===== config.mk =====
export PLATFORM = sky130hd
export DESIGN_NAME = truth_table_sequencer
export DESIGN_NICKNAME = d
export VERILOG_FILES = /design/src/rtl/truth_table_sequencer_pkg.sv /design/src/rtl/truth_table_sequencer_settle_timer.sv /design/src/rtl/truth_table_sequencer.sv
export SDC_FILE = /design/constraint.sdc
export NUM_CORES = 1
export LEC_CHECK = 0
export BUFFER_PORTS_ARGS = -buffer_cell sky130_fd_sc_hd__buf_2
export CAP_MARGIN = 5
export CORE_UTILIZATION = 52
export DETAILED_ROUTE_END_ITERATION = 8
export PLACE_DENSITY = 0.76
export SETUP_SLACK_MARGIN = 0.05
export SYNTH_ARGS = -nofsm -noshare
export SYNTH_HDL_FRONTEND = slang
export SYNTH_HIERARCHICAL = 1
export SYNTH_SLANG_ARGS = --single-unit

===== constraint.sdc =====
create_clock -name clk -period 2.3 [get_ports clk]
set_input_delay 0.46 -clock clk [delete_from_list [all_inputs] [get_ports clk]]
set_output_delay 0.46 -clock clk [all_outputs]
set_load 0.02 [all_outputs]

===== src/rtl/truth_table_sequencer_pkg.sv =====
// -----------------------------------------------------------------------------
// truth_table_sequencer_pkg
// Shared definitions for the truth-table sweep controller: FSM state encoding,
// default parameter values and a helper that sizes the settle counter.
// -----------------------------------------------------------------------------
package truth_table_sequencer_pkg;

  // Encodings are fixed so waveforms and any host-side decoding stay stable.
  typedef enum logic [1:0] {
    ST_IDLE   = 2'd0,
    ST_DRIVE  = 2'd1,
    ST_SAMPLE = 2'd2,
    ST_DONE   = 2'd3
  } state_e;

  localparam int DEF_N_IN   = 2;
  localparam int DEF_SETTLE = 1;

  // Counter must hold SETTLE-1; never let the width collapse to zero.
  function automatic int timer_width(input int settle);
    return (settle < 2) ? 1 : $clog2(settle + 1);
  endfunction

endpackage


===== src/rtl/truth_table_sequencer_settle_timer.sv =====
// -----------------------------------------------------------------------------
// settle_timer
// Loadable down-counter that measures how long a vector is held on the
// function under test before its output is sampled.
//   clk, rst_n     : clock, asynchronous active-low reset (count -> 0)
//   i_load         : load i_load_value (has priority over decrement)
//   i_load_value   : reload value
//   i_dec          : decrement by one
//   o_value        : current count
//   o_zero         : count is zero
// -----------------------------------------------------------------------------
module settle_timer #(
  parameter int W = 1
) (
  input  logic         clk,
  input  logic         rst_n,
  input  logic         i_load,
  input  logic [W-1:0] i_load_value,
  input  logic         i_dec,
  output logic [W-1:0] o_value,
  output logic         o_zero
);

  logic [W-1:0] r_count;

  always_ff @(posedge clk or negedge rst_n) begin
    if (!rst_n) begin
      r_count <= '0;
    end else if (i_load) begin
      r_count <= i_load_value;
    end else if (i_dec) begin
      r_count <= r_count - W'(1);
    end
  end

  assign o_value = r_count;
  assign o_zero  = (r_count == '0);

endmodule


===== src/rtl/truth_table_sequencer.sv =====
// -----------------------------------------------------------------------------
// truth_table_sequencer
// Sweeps every input combination of a combinational function f(vec_out),
// holds each vector SETTLE cycles, samples f_in, builds the truth table and
// compares it against a latched expected table.
//   clk, rst_n   : clock, asynchronous active-low reset
//   start        : sweep request, honoured only in IDLE
//   expected     : expected table (bit i = output for vector i), latched on start
//   f_in         : output of the function under test
//   vec_out      : vector driven onto the function inputs
//   busy         : sweep in progress (DRIVE/SAMPLE)
//   done         : one-cycle pulse at sweep end, results valid in that cycle
//   table_out    : captured truth table
//   pass         : table_out matched expected
//   fail_count   : number of mismatching vectors
//   first_fail   : lowest mismatching vector index (0 if none)
// -----------------------------------------------------------------------------
module truth_table_sequencer
  import truth_table_sequencer_pkg::*;
#(
  parameter int N_IN   = DEF_N_IN,
  parameter int SETTLE = DEF_SETTLE
) (
  input  logic                 clk,
  input  logic                 rst_n,
  input  logic                 start,
  input  logic [2**N_IN-1:0]   expected,
  input  logic                 f_in,
  output logic [N_IN-1:0]      vec_out,
  output logic                 busy,
  output logic                 done,
  output logic [2**N_IN-1:0]   table_out,
  output logic                 pass,
  output logic [N_IN:0]        fail_count,
  output logic [N_IN-1:0]      first_fail
);

  localparam int                N_VEC    = 2**N_IN;
  localparam int                CW       = timer_width(SETTLE);
  localparam logic [CW-1:0]     RELOAD   = CW'(SETTLE - 1);
  localparam logic [N_IN-1:0]   LAST_VEC = {N_IN{1'b1}};

  state_e               r_state, w_state_nxt;
  logic [N_IN-1:0]      r_vec;
  logic                 r_busy, r_done, r_pass;
  logic [N_VEC-1:0]     r_table, r_expected;
  logic [N_IN:0]        r_fail_count;
  logic [N_IN-1:0]      r_first_fail;

  logic                 w_accept, w_last, w_mismatch;
  logic                 w_tmr_load, w_tmr_dec, w_tmr_zero;
  logic [CW-1:0]        w_tmr_value;
  logic                 w_busy_nxt, w_done_nxt;

  assign w_accept   = (r_state == ST_IDLE) && start;
  assign w_last     = (r_vec == LAST_VEC);
  assign w_mismatch = f_in ^ r_expected[r_vec];

  settle_timer #(.W(CW)) u_settle_timer (
    .clk          (clk),
    .rst_n        (rst_n),
    .i_load       (w_tmr_load),
    .i_load_value (RELOAD),
    .i_dec        (w_tmr_dec),
    .o_value      (w_tmr_value),
    .o_zero       (w_tmr_zero)
  );

  // ---------------------------------------------------------------------------
  // FSM: state register
  // ---------------------------------------------------------------------------
  // NOTE: clocked state uses non-blocking assignments so every register
  // samples pre-edge values regardless of process ordering.
  always_ff @(posedge clk or negedge rst_n) begin
    if (!rst_n) r_state <= ST_IDLE;
    else        r_state <= w_state_nxt;
  end

  // ---------------------------------------------------------------------------
  // FSM: next-state logic
  // ---------------------------------------------------------------------------
  always_comb begin
    // NOTE: default first so no path leaves w_state_nxt unassigned (no latch).
    w_state_nxt = r_state;
    unique case (r_state)
      ST_IDLE:   if (start)      w_state_nxt = ST_DRIVE;
      ST_DRIVE:  if (w_tmr_zero) w_state_nxt = ST_SAMPLE;
      ST_SAMPLE: w_state_nxt = w_last ? ST_DONE : ST_DRIVE;
      ST_DONE:   w_state_nxt = ST_IDLE;
      default:   w_state_nxt = ST_IDLE;
    endcase
  end

  // ---------------------------------------------------------------------------
  // FSM: outputs (timer control and next values of the registered flags)
  // ---------------------------------------------------------------------------
  always_comb begin
    w_tmr_load = w_accept || ((r_state == ST_SAMPLE) && !w_last);
    w_tmr_dec  = (r_state == ST_DRIVE) && (w_tmr_value != '0);
    w_busy_nxt = (w_state_nxt == ST_DRIVE) || (w_state_nxt == ST_SAMPLE);
    w_done_nxt = (w_state_nxt == ST_DONE);
  end

  // ---------------------------------------------------------------------------
  // Capture and comparison datapath
  // ---------------------------------------------------------------------------
  always_ff @(posedge clk or negedge rst_n) begin
    if (!rst_n) begin
      r_vec        <= '0;
      r_busy       <= 1'b0;
      r_done       <= 1'b0;
      r_table      <= '0;
      r_expected   <= '0;
      r_pass       <= 1'b0;
      r_fail_count <= '0;
      r_first_fail <= '0;
    end else begin
      r_busy <= w_busy_nxt;
      r_done <= w_done_nxt;
      unique case (r_state)
        ST_IDLE: begin
          if (start) begin
            r_expected   <= expected;
            r_table      <= '0;
            r_fail_count <= '0;
            r_first_fail <= '0;
            r_pass       <= 1'b0;
            r_vec        <= '0;
          end
        end
        ST_SAMPLE: begin
          r_table[r_vec] <= f_in;
          if (w_mismatch) begin
            r_fail_count <= r_fail_count + (N_IN+1)'(1);
            if (r_fail_count == '0) r_first_fail <= r_vec;
          end
          if (w_last) begin
            // Resolve pass here, including this edge's mismatch, so it is
            // already valid during the single DONE cycle.
            r_pass <= (r_fail_count == '0) && !w_mismatch;
          end else begin
            r_vec <= r_vec + N_IN'(1);
          end
        end
        ST_DONE: begin
          r_pass <= (r_fail_count == '0);
          r_vec  <= '0;
        end
        default: ;
      endcase
    end
  end

  assign vec_out    = r_vec;
  assign busy       = r_busy;
  assign done       = r_done;
  assign table_out  = r_table;
  assign pass       = r_pass;
  assign fail_count = r_fail_count;
  assign first_fail = r_first_fail;

endmodule


==> results of run 1 <==
## synth_stat cells
library cell | count | area [sq um]
clkbuf_1 | 1 | 3.750
o22ai_1 | 2 | 12.51
mux2_2 | 9 | 101.4
o21ai_0 | 3 | 15.01
nand2_1 | 8 | 30.03
dfrtp_1 | 21 | 525.5
xor2_1 | 1 | 8.760
or3_4 | 1 | 11.26
o211ai_1 | 1 | 7.510
a22o_1 | 4 | 35.03
clkbuf_2 | 1 | 5.000
nor2b_1 | 3 | 18.77
ha_1 | 7 | 87.58
nand3b_1 | 2 | 15.01
mux2i_1 | 4 | 40.04
o31ai_1 | 2 | 15.01
nor2_1 | 5 | 18.77
xnor2_2 | 1 | 16.27
o21bai_1 | 1 | 7.510
mux4_2 | 1 | 22.52
nand2b_1 | 3 | 18.77
a21oi_1 | 1 | 5.000
conb_1 | 1 | 3.750
inv_1 | 7 | 26.28
o21ai_1 | 1 | 5.000
xnor2_1 | 1 | 8.760
## final cells by class
type / count / area, sq um
clock buffers: 4 / 26.28
flip-flops and latches: 21 / 525.5
inverters: 7 / 26.28
fillers: 162 / 720.7
well taps: 27 / 33.78
multi-input cells: 62 / 504.2
repair buffers: 21 / 105.1
## layer usage
layer | up-vias | track usage, %
met3 | 6 | 2.692
met1 | 354 | 26.85
met5 | - | 0
li1 | 362 | -
met4 | 0 | 8.571
met2 | 34 | 27.67
## per-stage QoR
step | power (W) | std cells | util (%)
floorplan | 0.001138 | 92 | -
global placement | 0.001303 | 138 | 61.53
detailed placement | 0.001327 | 138 | 61.53
CTS | 0.001504 | 142 | 62.89
global route | 0.001610 | 142 | 62.89
finish | 0.001491 | 142 | 62.89
## cells by family (layout without fill, tap and decap cells)
family / Yosys count / in the layout
other: 1 / 1
AOI/OAI and AO/OA: 15 / 15
xor gates and xnor gates: 3 / 3
buffers and inverters: 9 / 32
adders and majority gates: 7 / 7
and+or+nand+nor: 22 / 22
DFF: 21 / 21
muxes: 14 / 14
## sequential cells by signal, summed over array words and instances (netlist names), 2 cells and up
signal / flops
vec_out: 2
table_out: 4
fail_count: 3
first_fail: 2
r_state: 2
r_expected: 4
## power groups by stage
stage | clock network, W | registers, W | logic, W
detailed placement | 0 | 0.000648 | 0.000679
global route | 0.000191 | 0.000668 | 0.000752
CTS | 0.000179 | 0.000641 | 0.000684
floorplan | 0 | 0.000702 | 0.000436
finish | 0.000174 | 0.000643 | 0.000675
global placement | 0 | 0.000640 | 0.000663
## worst reg2reg max path, cell delays in order (launching register included)
cell	delay [ns]
dfrtp_1	0.53
mux4_2	0.57
xnor2_2	0.18
nor2_1	0.20
mux2_2	0.35
## cells in the final DEF, fill, tap and decap left out, types with 2 or more instances in the layout
cell type / instances
buf_2: 21
clkbuf_4: 3
nand3b_1: 2
dfrtp_1: 21
nor2b_1: 3
a22o_1: 4
nand2_1: 8
o31ai_1: 2
mux2i_1: 4
mux2_2: 9
ha_1: 7
o21ai_0: 3
inv_1: 7
o22ai_1: 2
nand2b_1: 3
nor2_1: 5
## worst paths after layout
kind | startpoint | to | slack [ns] | depth (start not counted)
max | vec_out[0] | fail_count[1] | 0.37 | 4
min | rst_n | fail_count[2] | 0.09 | 1
max reg2reg | vec_out[0] | fail_count[1] | 0.37 | 4
min reg2reg | pass | pass | 0.50 | 2
max in group asynchronous | rst_n | u_settle_timer/o_value | 1.89 | 1
min in group clk | expected[1] | r_expected[1] | 0.38 | 2
==> summary.md, run 1 <==
| Metric | Value |
|---|---|
| CP startpoint kind | `flip-flop` |
| Pwr per Cell Area | `1221 mW/mm^2` |
| Critical-path top delay cell | `mux4_2` |
| Final setup vio count | `0` |
| Clk network pwr share | `a little under an eighth` |
| Power share of the combinational group | `45.2%` |
| Yosys Warn Count | `6` |
| Internal | `just under 0.0009 W` |
| Via count | `around 760` |
| Initial DRT Pass Iterations | `5` |
| CTS max path bufs | `2` |
| Setup WS post-layout | `about 0.37 ns` |
| Cell Chain, Critical Path | `mux4_2 -> xnor2_2 -> nor2_1 -> mux2_2` |
| Seq/Total Area, Yosys | `about half` |
| Overall Global Routing Usage | `between 10% and 20%` |
| Post-Syn Nets | `~110` |
| Clk_lat worst skew | `roughly 0.30 ns` |
| CP max FO | `7` |
| Largest net degree at the start of global routing | `22` |
| Post_cts resized | `0` |
| Min-Delay Path Class | `input port to async pin` |
| M1 wire length | `between 800 and 900 um` |
| Crit end category | `flip-flop` |
| Num rows | `16` |
| Met2 wire length | `between 800 and 900 um` |
| Top delay family on crit path | `multiplexers` |
| WL final | `1835 um` |
| Die height | `approximately 47 um` |
| Register share of total power | `between 40% and 50%` |
| Area grow syn2layout | `14.69%` |
| Sw Pwr | `slightly above 0.0006 W` |
| Top Layer Used | `met4` |
| Post-Synth Adder-Cell Area | `approximately 8.2%` |
| GPL Wtd Cong | `between 0.8 and 0.9` |
| Met3 wire length | `around 94 um` |
| Die area | `0.002233 sq mm` |
| Wire length per cell | `12.92 um` |
| Via/cell ratio | `5.324` |
| Maximum vdd drop | `757.8 uV` |
| Share of cells above drive strength 1 | `31.30%` |
| Worst Path Required | `2.50 ns` |
| Final instance area | `~0.0012 sq mm` |
| Post-route DRC | `0` |
| Worst hold slack | `0.08909 ns` |
| Synth cell types | `26` |
| Clock root cell | `clkbuf_4` |
| FMAX | `just over 500 MHz` |
| Clock sinks | `21` |
| Post-Synth Simple-Gate Area | `10.58%` |
| Setup WS pre-CTS | `just under 0.4 ns` |
| Post-Syn Instances | `92` |
| #FFs+latches synth | `21` |
| Max_cap viols | `0` |
| RSZ-0062 raised after global routing | `false` |
| Worst Path Buf+Inv | `0` |
| Starting Density | `54.83%` |
| N_diodes | `0` |
| Clock buffer count from CTS | `3` |
| Clock transition at path regs | `~0.11 ns` |
| Final Slew Violations | `0` |
| CP Class | `flip-flop to flip-flop` |
| Tcrit/Tclk final | `between 80% and 90%` |
| Core box area | `slightly below 0.002 sq mm` |
| Antenna-violating nets left | `0` |
| Sw frac | `40.86%` |
| Vias in the first global route | `around 660` |
| Hold_buf cts | `0` |
| DR iter-0 viols | `11` |
| XOR/XNOR share of the synthesized area | `under 10%` |
| TNS Setup | `0 ns` |
| Total Nets Final | `roughly 130` |
| PortBufs | `21` |
| Layout Skew | `around 0.0035 ns` |
| Outcome | `finished, final reports clean` |
| Initial antenna violation count | `0` |
| Htree depth | `1` |
| CTS tree | `done` |
| Die width | `between 40 and 50 um` |
| Shortest period the worst path allows | `around 1.9 ns` |
| Grt ovf | `0` |
| Post-synthesis average cell area | `between 10 and 15 sq um` |
| Top Ports | `22` |
| Post-synthesis mux area share | `between 10% and 20%` |
| Largest family of logic cells by synthesized area | `multiplexers` |
| Worst EP arrival | `about 2.1 ns` |
| First-pass GRT wire length | `2842 um` |
| Hold Vio Cnt, Final | `0` |
| Synth Cell Area | `0.001065 sq mm` |
| Area post-placement | `approximately 0.0012 sq mm` |
| Max incr delay on CP | `roughly 0.57 ns` |
| HPWL after detailed placement | `approximately 1400 um` |
| Postcts setup bufs | `0` |
| Post-synthesis compound-gate area fraction | `under 10%` |
| Leakage | `around 0.63 nW` |
(Power assumes the default switching activity.)
==> run 2, diff against run 1 <==
clock period = 1.8 ns   (was 2.3 ns; I/O delays follow)
==> summary.md, run 2 (synthesis gave the netlist of run 1 again) <==
| Metric | Value |
|---|---|
| Via count | `785 (was 756)` |
| Worst hold slack | `-0.004520 ns (was 0.08909 ns)` |
| Worst R2R Path Depth | `4 (unchanged)` |
| CTS tree | `done (unchanged)` |
| Clock transition at path regs | `0.12 ns (was 0.11 ns)` |
| Die area | `0.002233 sq mm (unchanged)` |
| Outcome | `complete, but fails checks (was finished, final reports clean)` |
| Min-Delay Path Class | `input port to async pin (unchanged)` |
| Starting Density | `54.83% (unchanged)` |
| Multi-input combinational cell area | `518.0 sq um (was 504.2 sq um)` |
| CP Class | `flip-flop to flip-flop (unchanged)` |
| Num rows | `16 (unchanged)` |
| Hold_buf cts | `0 (unchanged)` |
| GPL Wtd Cong | `0.7671 (was 0.8577)` |
| Critical-path top delay cell | `mux4_2 (unchanged)` |
| Core box area | `0.001942 sq mm (unchanged)` |
| Leading cell type in the layout, fill and taps excluded | `buf_2` |
| Leakage | `0.6545 nW (was 0.6254 nW)` |
| Antenna-violating nets left | `0 (unchanged)` |
| CP max FO | `4 (was 7)` |
| Initial antenna violation count | `0 (unchanged)` |
| Overall Global Routing Usage | `19.57% (was 18.62%)` |
| CTS max path bufs | `2 (unchanged)` |
| Layout filler cell count | `167 (was 162)` |
| Pwr per Cell Area | `1597 mW/mm^2 (was 1221 mW/mm^2)` |
| Final instance area | `0.001281 sq mm (was 0.001221 sq mm)` |
| Tcrit/Tclk final | `94.13% (was 83.84%)` |
| Die width | `47.25 um (unchanged)` |
| Max incr delay on CP | `0.55 ns (was 0.57 ns)` |
| Post_cts resized | `0 (unchanged)` |
| Worst R2R Start | `vec_out[0] (unchanged)` |
| Crit Reg-Reg Endpoint | `first_fail[1] (was fail_count[1])` |
| Worst EP arrival | `1.92 ns (was 2.13 ns)` |
| WL final | `1906 um (was 1835 um)` |
| Placed cells | `143 (was 138)` |
| First-pass GRT wire length | `3091 um (was 2842 um)` |
| FMAX | `590.2 MHz (was 518.6 MHz)` |
| Cell Chain, Critical Path | `mux4_2 -> xnor2_4 -> or3_4 -> mux2i_1 (was mux4_2 -> xnor2_2 -> nor2_1 -> mux2_2)` |
| Initial DRT Pass Iterations | `4 (was 5)` |
| Postcts setup bufs | `0 (unchanged)` |
| Post-route DRC | `0 (unchanged)` |
| HPWL after detailed placement | `1418 um (was 1363 um)` |
| Setup WS post-layout | `0.1056 ns (was 0.3717 ns)` |
| Clock root cell | `clkbuf_4 (unchanged)` |
| Clock sinks | `21 (unchanged)` |
| Area post-placement | `0.001247 sq mm (was 0.001195 sq mm)` |
| Top Ports | `22 (unchanged)` |
| Crit end category | `flip-flop (unchanged)` |
| Largest net degree at the start of global routing | `22 (unchanged)` |
| DR iter-0 viols | `7 (was 11)` |
| CP startpoint kind | `flip-flop (unchanged)` |
| Wire length per cell | `12.88 um (was 12.92 um)` |
| Max_cap viols | `0 (unchanged)` |
| Reg area | `526.8 sq um (was 525.5 sq um)` |
| Setup WS pre-CTS | `0.09371 ns (was 0.3917 ns)` |
| Launch point of the worst path | `vec_out[0] (unchanged)` |
| Final Slew Violations | `0 (unchanged)` |
| Total Nets Final | `137 (was 131)` |
| Failing checks | `negative hold slack` |
| N_diodes | `0 (unchanged)` |
| Layout Skew | `0.002249 ns (was 0.003529 ns)` |
| Die height | `47.25 um (unchanged)` |
| Worst Path Required | `2.02 ns (was 2.50 ns)` |
| Share of cells above drive strength 1 | `36.36% (was 31.30%)` |
| Commonest cells after routing, fill and taps aside | `buf_2, dfrtp_1, mux2_2 (was dfrtp_1, buf_2, mux2_2)` |
| Via/cell ratio | `5.304 (was 5.324)` |
| Htree depth | `1 (unchanged)` |
| PortBufs | `21 (unchanged)` |
| Shortest period the worst path allows | `1.694 ns (was 1.928 ns)` |
| Hold Vio Cnt, Final | `20 (was 0)` |
| Maximum vdd drop | `1061 uV (was 757.8 uV)` |
| Final setup vio count | `0 (unchanged)` |
| Vias in the first global route | `739 (was 655)` |
| Grt ovf | `0 (unchanged)` |
| Clk_lat worst skew | `0.29 ns (was 0.30 ns)` |
| Non-filler instance count after layout | `148 (was 142)` |
| Clock buffer count from CTS | `3 (unchanged)` |
| Area grow syn2layout | `20.33% (was 14.69%)` |
| Flop2flop setup slack | `0.11 ns (was 0.37 ns)` |
| RSZ-0062 raised after global routing | `false (unchanged)` |
## run 2: power breakdown
group | internal (W) | leakage (nW) | total (W) | switching, W
clock | 0.0000862 | 0.0150 | 0.000227 | 0.000141
combinational | 0.000497 | 0.367 | 0.00103 | 0.000530
sequential | 0.000646 | 0.272 | 0.000791 | 0.000145
## run 2: how the worst max path moves through the flow
stage	cells past startpoint	slack (ns)	to
after detailed placement	4	0.09	first_fail[1]
after global placement	4	0.12	first_fail[0]
after CTS	4	0.08	first_fail[1]
after floorplan	4	-0.02	first_fail[1]
final	4	0.11	first_fail[1]
after global routing	4	0.05	first_fail[1]
## run 2: critical path, delay by kind of cell, from the launching register on
kind	cells	cell delay, ns
xor gates and xnor gates	1	0.17
DFF	1	0.38
muxes	2	0.72
and+or+nand+nor	1	0.35
## run 2: per-layer routing
metal	track usage (%)	share of wire, %
met1	27.67	48
met2	30.96	48
met3	3.462	3.6
met4	5.143	0.68
met5	0	0
## run 2: final cells by class
class / instances / share of cell area, %
clock buffers: 4 / 2.051
repair buffers: 27 / 11.72
well taps: 27 / 2.637
inverters: 7 / 2.051
flip-flops and latches: 21 / 41.11
multi-input cells: 62 / 40.43
## run 2: stage by stage
stage | util [%] | total power [W] | setup TNS (ns)
2_1_floorplan | - | 0.001501 | -0.03669
4_1_cts | 65.59 | 0.002035 | 0
3_3_place_gp | 64.24 | 0.001769 | 0
3_5_place_dp | 64.24 | 0.001807 | 0
6_report | 65.98 | 0.002046 | 0
5_1_grt | 65.98 | 0.002217 | 0
==> run 3, diff against run 2 <==
BUFFER_PORTS_ARGS = unset   (was -buffer_cell sky130_fd_sc_hd__buf_2)
CORE_UTILIZATION = 34   (was 52)
DONT_BUFFER_PORTS = 1   (was unset)
PLACE_DENSITY = unset   (was 0.76)
==> summary.md, run 3 (synthesis gave the netlist of run 1 again) <==
| Metric | Value |
|---|---|
| Max_cap viols | `0 (unchanged)` |
| Via count | `713 (was 785)` |
| Post_cts resized | `0 (unchanged)` |
| Failing checks | `design-rule violations (was negative hold slack)` |
| CTS max path bufs | `2 (unchanged)` |
| Setup WS post-layout | `0.09157 ns (was 0.1056 ns)` |
| Leakage | `0.5666 nW (was 0.6545 nW)` |
| GPL Wtd Cong | `0.7564 (was 0.7671)` |
| Die height | `57.96 um (was 47.25 um)` |
| Core box area | `0.002853 sq mm (was 0.001942 sq mm)` |
| Hold Vio Cnt, Final | `0 (was 20)` |
| Worst EP arrival | `1.92 ns (about the same)` |
| FMAX | `585.3 MHz (was 590.2 MHz)` |
| Die width | `57.96 um (was 47.25 um)` |
| DR iter-0 viols | `4 (was 7)` |
| Die area | `0.003359 sq mm (was 0.002233 sq mm)` |
| Clock buffer count from CTS | `3 (unchanged)` |
| Setup WS pre-CTS | `0.07109 ns (was 0.09371 ns)` |
| N_diodes | `0 (unchanged)` |
| Share of cells above drive strength 1 | `25.24% (was 36.36%)` |
| Post-Route Utilization | `42.41% (was 65.98%)` |
| Reg area | `526.8 sq um (unchanged)` |
| Register share of total power | `43.5% (was 38.7%)` |
| Largest net degree at the start of global routing | `22 (unchanged)` |
| Sw frac | `40.87% (was 39.90%)` |
| Maximum vdd drop | `906.1 uV (was 1061 uV)` |
| Final setup vio count | `0 (unchanged)` |
| Layout Skew | `0.001469 ns (was 0.002249 ns)` |
| CP Class | `flip-flop to flip-flop (unchanged)` |
| Clk network pwr share | `11.7% (was 11.1%)` |
| Clock root cell | `clkbuf_4 (unchanged)` |
| Htree depth | `1 (unchanged)` |
| RSZ-0062 raised after global routing | `true (was false)` |
| Wire length per cell | `15.02 um (was 12.88 um)` |
| Num rows | `19 (was 16)` |
| TNS Setup | `0 ns (unchanged)` |
| Area post-placement | `0.001162 sq mm (was 0.001247 sq mm)` |
| Slew @ Worst Pin | `~0.95 ns` |
| PortBufs | `0 (was 21)` |
| Crit end category | `flip-flop (unchanged)` |
| Worst Path Required | `2.01 ns (was 2.02 ns)` |
| First-pass GRT wire length | `3291 um (was 3091 um)` |
| Pwr per Cell Area | `1658 mW/mm^2 (was 1597 mW/mm^2)` |
| Layout filler cell count | `286 (was 167)` |
| Clock sinks | `21 (unchanged)` |
| Top Ports | `22 (unchanged)` |
| Vias in the first global route | `733 (was 739)` |
| Final instance area | `0.001210 sq mm (was 0.001281 sq mm)` |
| Via/cell ratio | `5.321 (was 5.304)` |
| Initial DRT Pass Iterations | `6 (was 4)` |
| Tcrit/Tclk final | `94.91% (was 94.13%)` |
| Area grow syn2layout | `13.63% (was 20.33%)` |
| HPWL after detailed placement | `1490 um (was 1418 um)` |
| Clk_lat worst skew | `0.31 ns (was 0.29 ns)` |
| Commonest cells after routing, fill and taps aside | `dfrtp_1, mux2_2, nand2_1, buf_4 (was buf_2, dfrtp_1, mux2_2)` |
| Min-Delay Path Class | `input port to flip-flop (was input port to async pin)` |
| CP startpoint kind | `flip-flop (unchanged)` |
| Multi-input combinational cell area | `518.0 sq um (unchanged)` |
| Leading cell type in the layout, fill and taps excluded | `dfrtp_1 (was buf_2)` |
| WL final | `2013 um (was 1906 um)` |
| Shortest period the worst path allows | `1.708 ns (was 1.694 ns)` |
| Post-route DRC | `1 (was 0)` |
| Starting Density | `37.32% (was 54.83%)` |
| Overall Global Routing Usage | `13.23% (was 19.57%)` |
| Sw Pwr | `0.0008197 W (was 0.0008164 W)` |
| Total Nets Final | `119 (was 137)` |
| Grt ovf | `0 (unchanged)` |
| Slew HR | `a little under two fifths` |
| Initial antenna violation count | `0 (unchanged)` |
| Power share of the combinational group | `44.8% (was 50.2%)` |
| CTS tree | `done (unchanged)` |
| Outcome | `complete, but fails checks (unchanged)` |
| Internal | `0.001186 W (was 0.001230 W)` |
| Antenna-violating nets left | `0 (unchanged)` |
| Final Slew Violations | `0 (unchanged)` |
| CP max FO | `5 (was 4)` |
| Pwr Total | `0.002006 W (was 0.002046 W)` |
| Clock transition at path regs | `0.12 ns (about the same)` |
==> run 3: cell types whose count changed in the layout (fill, tap and decap cells not counted) <==
| cell | previous run | this run |
|---|---|---|
| buf_2 | 21 | 0 |
| buf_4 | 6 | 8 |
| clkbuf_1 | 1 | 0 |
| clkinvlp_4 | 0 | 1 |
| dlygate4sd3_1 | 0 | 1 |
==> run 3: worst paths after layout <==
kind | startpoint | to | slack (ns) | cells after the start
worst min register to register | r_expected[1] | r_expected[1] | 0.52 | 1
max in group asynchronous | rst_n | vec_out[0] | 0.54 | 1
worst max-delay path | vec_out[0] | first_fail[1] | 0.09 | 4
worst max register to register | vec_out[0] | first_fail[1] | 0.09 | 4
min in group asynchronous | rst_n | first_fail[1] | 0.63 | 1
worst min-delay path | expected[1] | r_expected[1] | 0.19 | 1
==> run 3: layout make-up <==
cell class | count | area share, %
Tap cell | 31 | 3.206
Multi-Input combinational cell | 62 | 42.81
Inverter | 7 | 2.172
Sequential cell | 21 | 43.54
Clock inverter | 1 | 0.6205
Clock buffer | 3 | 1.861
Timing Repair Buffer | 9 | 5.791
==> run 3: layer usage <==
| layer | vias to the layer above | wire length (um) | track usage (%) |
|---|---|---|---|
| li1 | 336 | - | - |
| met1 | 351 | 883 | 15.54 |
| met2 | 24 | 921 | 21.02 |
| met3 | 2 | 194 | 7.366 |
| met4 | 0 | 13 | 3.401 |
| met5 | - | 0 | 0 |
==> run 3: power groups by stage <==
stage | clock network (W) | registers (W) | logic [W]
finish | 0.000235 | 0.000873 | 0.000898
global placement | 0 | 0.000877 | 0.000839
detailed placement | 0 | 0.000887 | 0.000863
CTS | 0.000252 | 0.000878 | 0.000880
global route | 0.000267 | 0.000905 | 0.000993
floorplan | 0 | 0.000899 | 0.000603
==> run 3: timing repair <==
item / in CTS / in global routing
hold buffers: 1 / 0
setup buffers: 0 / 1
endpoints found under the setup margin: 0 / 3
endpoints found under the hold margin: 21 / 0
==> run 3: worst max-delay path: stages (launching register included) <==
cell and delay [ns]:
dfrtp_2 0.39, mux4_2 0.56, xnor2_4 0.17, or3_4 0.35, mux2i_1 0.13
==> run 3: stage by stage <==
stage	cells	hold slack, ns
2_1_floorplan	92	0.06441
4_1_cts	133	0.1717
6_report	134	0.1888
5_1_grt	134	0.1602
3_3_place_gp	128	0.06519
3_5_place_dp	128	0.06492
